`config.mk`:
```
export PLATFORM = sky130hd
export DESIGN_NAME = stp_coef_loader
export DESIGN_NICKNAME = d
export VERILOG_FILES = /design/src/rtl/evp_pkg.sv /design/src/rtl/stp_watchdog.sv /design/src/rtl/stp_coef_loader.sv
export SDC_FILE = /design/constraint.sdc
export NUM_CORES = 1
export LEC_CHECK = 0
export ABC_AREA = 1
export CORE_MARGIN = 2
export CORE_UTILIZATION = 44
export DETAILED_ROUTE_END_ITERATION = 10
export PLACE_DENSITY = 0.8
export SYNTH_ARGS = -nofsm -noshare
export SYNTH_HDL_FRONTEND = slang
export SYNTH_SLANG_ARGS = --single-unit
```
`constraint.sdc`:
```
create_clock -name clk -period 1.66 [get_ports clk]
set_input_delay 0.166 -clock clk [delete_from_list [all_inputs] [get_ports clk]]
set_output_delay 0.166 -clock clk [all_outputs]
set_load 0.02 [all_outputs]
```
`src/rtl/evp_pkg.sv`:
```
// Shared definitions for the polynomial load/evaluate datapath.
// Holds the STP FSM encoding, status codes and the invalid-degree marker.
package evp_pkg;

    localparam int MAX_DEG = 10;

    localparam logic [4:0] INVALID_N = 5'h1F;

    localparam logic [31:0] STATUS_OK      = 32'd0;
    localparam logic [31:0] STATUS_BAD_DEG = 32'd2;
    localparam logic [31:0] STATUS_TIMEOUT = 32'd3;
    localparam logic [31:0] STATUS_IDLE    = 32'hFFFF_FFFF;

    typedef enum logic [2:0] {
        S_IDLE,
        S_START,
        S_INVAL,
        S_LOAD,
        S_DRAIN,
        S_COMMIT,
        S_ERROR,
        S_END
    } stp_state_t;

    function automatic int clog2(input int value);
        int w;
        w = 0;
        for (int v = value - 1; v > 0; v = v >> 1) begin
            w = w + 1;
        end
        if (w == 0) begin
            w = 1;
        end
        return w;
    endfunction

endpackage

```
`src/rtl/stp_watchdog.sv`:
```
// Starvation counter for the STP loader, built only with STP_TIMEOUT_EN.
// Counts consecutive empty-FIFO cycles while the loader waits for tokens.
`ifdef STP_TIMEOUT_EN
module stp_watchdog
    import evp_pkg::*;
#(
    parameter int TIMEOUT_CYCLES = 256
) (
    input  logic clk,
    input  logic rst,
    input  logic active,
    input  logic fifo_empty,
    output logic timeout
);

    localparam int CW = clog2(TIMEOUT_CYCLES);
    localparam logic [CW-1:0] LIMIT = CW'(TIMEOUT_CYCLES - 1);

    logic [CW-1:0] starve_cnt;

    always_ff @(posedge clk or posedge rst) begin
        if (rst) begin
            starve_cnt <= '0;
        end else if (!active || !fifo_empty) begin
            starve_cnt <= '0;
        end else if (starve_cnt != LIMIT) begin
            starve_cnt <= starve_cnt + 1'b1;
        end
    end

    // Fires on the TIMEOUT_CYCLES-th consecutive empty cycle.
    assign timeout = active && fifo_empty && (starve_cnt == LIMIT);

endmodule
`endif

```
`src/rtl/stp_coef_loader.sv`:
```
// STP command engine: streams N+1 FIFO coefficients into the coefficient RAM
// and commits the degree last. Optional starvation watchdog: STP_TIMEOUT_EN.
module stp_coef_loader #(
    parameter int COEF_WIDTH     = 16,
    parameter int N_WIDTH        = 5,
    parameter int MAX_DEG        = evp_pkg::MAX_DEG,
    parameter int VEC_ADDR_WIDTH = 3,
    parameter int TIMEOUT_CYCLES = 256
) (
    input  logic                      clk,
    input  logic                      rst,
    input  logic                      start_stp,
    input  logic [VEC_ADDR_WIDTH-1:0] A,
    input  logic [N_WIDTH-1:0]        N_in,
    input  logic                      fifo_empty,
    input  logic [COEF_WIDTH-1:0]     fifo_dout,
    output logic                      fifo_rd_en,
    output logic                      wr_en_S,
    output logic [VEC_ADDR_WIDTH-1:0] wr_addr_S_vec,
    output logic [3:0]                wr_addr_S_coef,
    output logic [COEF_WIDTH-1:0]     wr_data_S,
    output logic                      wr_en_N,
    output logic [VEC_ADDR_WIDTH-1:0] wr_addr_N,
    output logic [N_WIDTH-1:0]        wr_data_N,
    output logic                      done_stp,
    output logic [31:0]               status
);

    import evp_pkg::*;

    localparam logic [N_WIDTH-1:0] MAX_N = N_WIDTH'(MAX_DEG);
    localparam logic [N_WIDTH-1:0] INV_N = N_WIDTH'(INVALID_N);

    stp_state_t                state;
    logic [VEC_ADDR_WIDTH-1:0] vec_r;
    logic [N_WIDTH-1:0]        n_r;
    logic [N_WIDTH-1:0]        cnt;
    logic [31:0]               err_r;
    logic                      busy;
    logic                      last;
    logic                      timeout;

    assign busy       = (state == S_LOAD) || (state == S_DRAIN);
    assign fifo_rd_en = busy && !fifo_empty;
    assign last       = (cnt == n_r);

`ifdef STP_TIMEOUT_EN
    stp_watchdog #(
        .TIMEOUT_CYCLES(TIMEOUT_CYCLES)
    ) u_watchdog (
        .clk       (clk),
        .rst       (rst),
        .active    (busy),
        .fifo_empty(fifo_empty),
        .timeout   (timeout)
    );
`else
    assign timeout = 1'b0;
`endif

    always_ff @(posedge clk or posedge rst) begin
        if (rst) begin
            state          <= S_IDLE;
            vec_r          <= '0;
            n_r            <= '0;
            cnt            <= '0;
            err_r          <= STATUS_IDLE;
            wr_en_S        <= 1'b0;
            wr_addr_S_vec  <= '0;
            wr_addr_S_coef <= '0;
            wr_data_S      <= '0;
            wr_en_N        <= 1'b0;
            wr_addr_N      <= '0;
            wr_data_N      <= '0;
            done_stp       <= 1'b0;
            status         <= STATUS_IDLE;
        end else begin
            wr_en_S  <= 1'b0;
            wr_en_N  <= 1'b0;
            done_stp <= 1'b0;
            unique case (state)
                S_IDLE: begin
                    if (start_stp) begin
                        state <= S_START;
                    end
                end
                S_START: begin
                    vec_r  <= A;
                    n_r    <= N_in;
                    cnt    <= '0;
                    status <= STATUS_IDLE;
                    state  <= S_INVAL;
                end
                // Invalidate first so a half-loaded vector is never usable.
                S_INVAL: begin
                    wr_en_N   <= 1'b1;
                    wr_addr_N <= vec_r;
                    wr_data_N <= INV_N;
                    if (n_r > MAX_N) begin
                        err_r <= STATUS_BAD_DEG;
                        state <= S_DRAIN;
                    end else begin
                        state <= S_LOAD;
                    end
                end
                S_LOAD: begin
                    if (fifo_rd_en) begin
                        wr_en_S        <= 1'b1;
                        wr_addr_S_vec  <= vec_r;
                        wr_addr_S_coef <= cnt[3:0];
                        wr_data_S      <= fifo_dout;
                        cnt            <= cnt + 1'b1;
                        if (last) begin
                            state <= S_COMMIT;
                        end
                    end else if (timeout) begin
                        err_r <= STATUS_TIMEOUT;
                        state <= S_ERROR;
                    end
                end
                // Bad degree: consume the tokens anyway to keep the stream aligned.
                S_DRAIN: begin
                    if (fifo_rd_en) begin
                        cnt <= cnt + 1'b1;
                        if (last) begin
                            state <= S_ERROR;
                        end
                    end else if (timeout) begin
                        err_r <= STATUS_TIMEOUT;
                        state <= S_ERROR;
                    end
                end
                S_COMMIT: begin
                    wr_en_N   <= 1'b1;
                    wr_addr_N <= vec_r;
                    wr_data_N <= n_r;
                    status    <= STATUS_OK;
                    state     <= S_END;
                end
                S_ERROR: begin
                    status <= err_r;
                    state  <= S_END;
                end
                S_END: begin
                    done_stp <= 1'b1;
                    state    <= S_IDLE;
                end
                default: begin
                    state <= S_IDLE;
                end
            endcase
        end
    end

endmodule

```
==> results.md <==
- Lkg Pwr: 0.00166 uW
- Die width: 79.1 um
- Clk sinks: 53
- Post-synthesis sequential area ratio: 0.536
- Final hold vios: 0
- Vias in the first global route: 1929
- Library cells used by synthesis: 23
- Register-to-register setup slack: between 0.2 and 0.25 ns
- Endpoint type of the worst setup path: output pin
- Synth Flop Type: dfrtp_1
- Largest family of logic cells by synthesized area: simple AND/OR/NAND/NOR gates
- Initial Utilization: 0.454
- Cell Area, Synth: 2480 um^2
- Mux contribution to synthesized area: 0
- Synth-to-Final Area Change: 36.5%
- Die ar.: around 6300 um^2
- I/O pin cnt: 95
- Final period utilization: 0.962
- WP data arrival: around 1.4 ns
- Flop pwr share: 0.318
- Fin cells: 438
- Largest net degree at the start of global routing: 54
- WS Path Type: reg2out
- Placement Rows: 27
- Worst VDD drop: 0.823 mV
- CTS tree: yes
- Worst Path Max Fanout: 2
- Reg2reg start: state[0]
- CP Cell Sequence: clkdlybuf4s50_1
- Fin Clk Skew: 0.00746 ns
- First-pass GRT wire length: 8.47 mm
- Relative slew slack: 0.694
- Drt drc: 0
- Startpoint types: flop
- Antenna violations before repair: 0
- Post-DRT Antenna Nets: 0
- Placed instance count: 430
- Async set or reset register ratio after synthesis: 1.00
- Post-synthesis adder-cell area fraction: 0.00504
- Max Clk Rate: 626 MHz
- CP Launch Point: status[1]
- Slew Limit Fails: 0
- Slowest-stage cell, CP: clkdlybuf4s50_1
- Synth Area in Simple Gates: 0.242
- Setup tns final: 0 ns
- Critical Path RT: 1.49 ns
- Sw Share: 0.440
- CP max stage delay: 0.60 ns
- GRT overflow: 0
- Clk pwr share: 0.107
- Hold Path Class: in2async
- DP Wirelength: about 3.7 mm
- Die height: 79.1 um
- IO buf count: 94
- Setup crit end: status[1]
- Worst path top cell family by delay: buffers and inverters
- Yosys warning count: 0
- Internal: 3840 uW
- Share of cells above drive strength 1: 0.0902
- Pre-Repair DR Iteration Count: 4
- DRT iter0 DRCs: 155
- Core area: 5470 um^2
- #FFs+latches synth: between 50 and 60
- Tot GR Track Use: 0.171
- Via count: 2053
- Root cell of the clock tree: clkbuf_8
- Total routed wirelength: 5.07 mm
- CTS hold repair buffers: 0
- # diodes: 0
- Combinational power share: 0.575
- Status: finished, final reports clean
- Unrepaired setup endpoints after global routing: no
- Htree depth: 2
- Net Count, Synth: 319
- Worst skew pair latency: 0.30 ns
- Wire length per cell: 11.6 um
- Post-synthesis instance total: 290
- Final Setup Violations: 0
- Critical path buffers and inverters: 1
- Tightest Pin Transition: ~0.46 ns
- Cts bufs inserted: 5
- Pwr/cell area: 2020 nW/um^2
- Synth Area in Compound Gates: 0.0701
- Post-synth EDFFs: 0
- Worst R2R End: state[1]
- CTS max path bufs: 2
- Gp weighted congestion: 0.836
- CTS clk-pin slew, worst paths: 0.09 ns
- Switching power: 3020 uW
- Final nets: 394
- Worst-case reg-to-reg path depth: 8
- Tmin final: 1.60 ns
- Synthesized area per cell: ~8.6 um^2
- Vias per inst: 4.69
- WP depth: 1
- Maxcap violations: 0
- Xor and xnor fraction of the mapped netlist area: 0
[synthesized netlist by cell type (2+ instances only)]
master | count | area, um^2
a21oi_1 | 3 | 15.0
buf_2 | 3 | 15.0
buf_4 | 30 | 225
buf_6 | 3 | 33.8
dfrtp_1 | 50 | 1250
dfstp_2 | 3 | 78.8
inv_1 | 19 | 71.3
inv_2 | 5 | 18.8
nand2_1 | 108 | 405
nand3_1 | 18 | 90.1
nor2_1 | 11 | 41.3
nor3_1 | 2 | 10.0
o211ai_1 | 5 | 37.5
o21ai_0 | 21 | 105
[registers in the layout, summed over array words and instances (netlist names)]
register and flops:
wr_addr_N 3, vec_r 3, wr_en_S 1, wr_data_S 16, wr_addr_S_vec 3, wr_data_N 5
wr_en_N 1, cnt 5, n_r 5, wr_addr_S_coef 4, err_r 1, done_stp 1
state 3, status 2
[cells in the final DEF (no fill, tap or decap)]
cell type / instances
a21oi_1: 3
a21oi_2: 1
buf_12: 2
buf_4: 8
clkbuf_1: 2
clkbuf_2: 1
clkbuf_8: 6
clkdlybuf4s50_1: 62
dfrtp_1: 50
dfstp_2: 3
dlygate4sd2_1: 31
ha_1: 1
inv_1: 18
inv_2: 5
inv_4: 1
nand2_1: 108
nand2_2: 1
nand2_4: 1
nand3_1: 18
nand3_2: 1
nor2_1: 11
nor2_4: 1
nor3_1: 2
nor3_2: 1
o211ai_1: 5
o21ai_0: 21
o21bai_1: 1
or2_2: 1
[worst min-delay path: stages]
cell and delay (ns):
clkdlybuf4s50_1 0.41, inv_2 0.07, buf_12 0.27
[repair_timing]
item / CTS / global route
gates resized for setup: 33 / 2
setup endpoints to repair: 32 / 3
buffers inserted: 0 / 0
hold endpoints to repair: 0 / 0
cloned: 0 / 0
[worst min-delay path by stage]
stage                               to  cells after the start
after floorplan               vec_r[0]                      2
after global placement       err_r[30]                      2
after detailed placement     err_r[30]                      2
after CTS                 wr_data_S[1]                      3
after global routing      wr_data_S[1]                      3
final                     wr_data_S[0]                      3
[power groups by stage]
| stage | Sequential, uW | Combinational, uW | Clock (uW) |
|---|---|---|---|
| final | 2180 | 3950 | 731 |
| after floorplan | 2710 | 2240 | 0 |
| after global placement | 2200 | 4180 | 0 |
| after CTS | 2190 | 3980 | 757 |
| after global routing | 2260 | 4320 | 793 |
| after detailed placement | 2210 | 4260 | 0 |
[layout make-up]
cell class	instances	area [um^2]
clock buffer	8	90.1
fill	515	2080
inverter	24	92.6
multi-input combinational	177	788
sequential	53	1330
tap	72	90.1
timing repair buffer	104	997
[stage by stage]
stage	cell area, um^2	setup WS [ns]	total power (uW)	hold slack [ns]	util
floorplan	2480	0.213	4950	0.276	-
global placement	3340	0.0158	6370	0.443	0.610
detailed placement	3340	0.0194	6470	0.445	0.610
CTS	3390	0.00274	6930	0.227	0.620
global route	3390	0.0254	7370	0.255	0.619
finish	3390	0.0638	6860	0.223	0.619
[per-layer routing]
| metal | GRT usage | share of wire | vias to the layer above |
|---|---|---|---|
| li1 | - | - | 1029 |
| met1 | 0.203 | 0.41 | 942 |
| met2 | 0.304 | 0.50 | 71 |
| met3 | 0.0318 | 0.063 | 11 |
| met4 | 0.0724 | 0.024 | 0 |
| met5 | 0 | 0 | - |
[logic make-up (layout without fill, tap and decap cells)]
group | count (synthesis) | in the layout
buf+inv | 60 | 136
flops | 53 | 53
compound gates | 31 | 31
simple gates | 145 | 145
fa+ha+maj | 1 | 1
(Power assumes the default switching activity.)
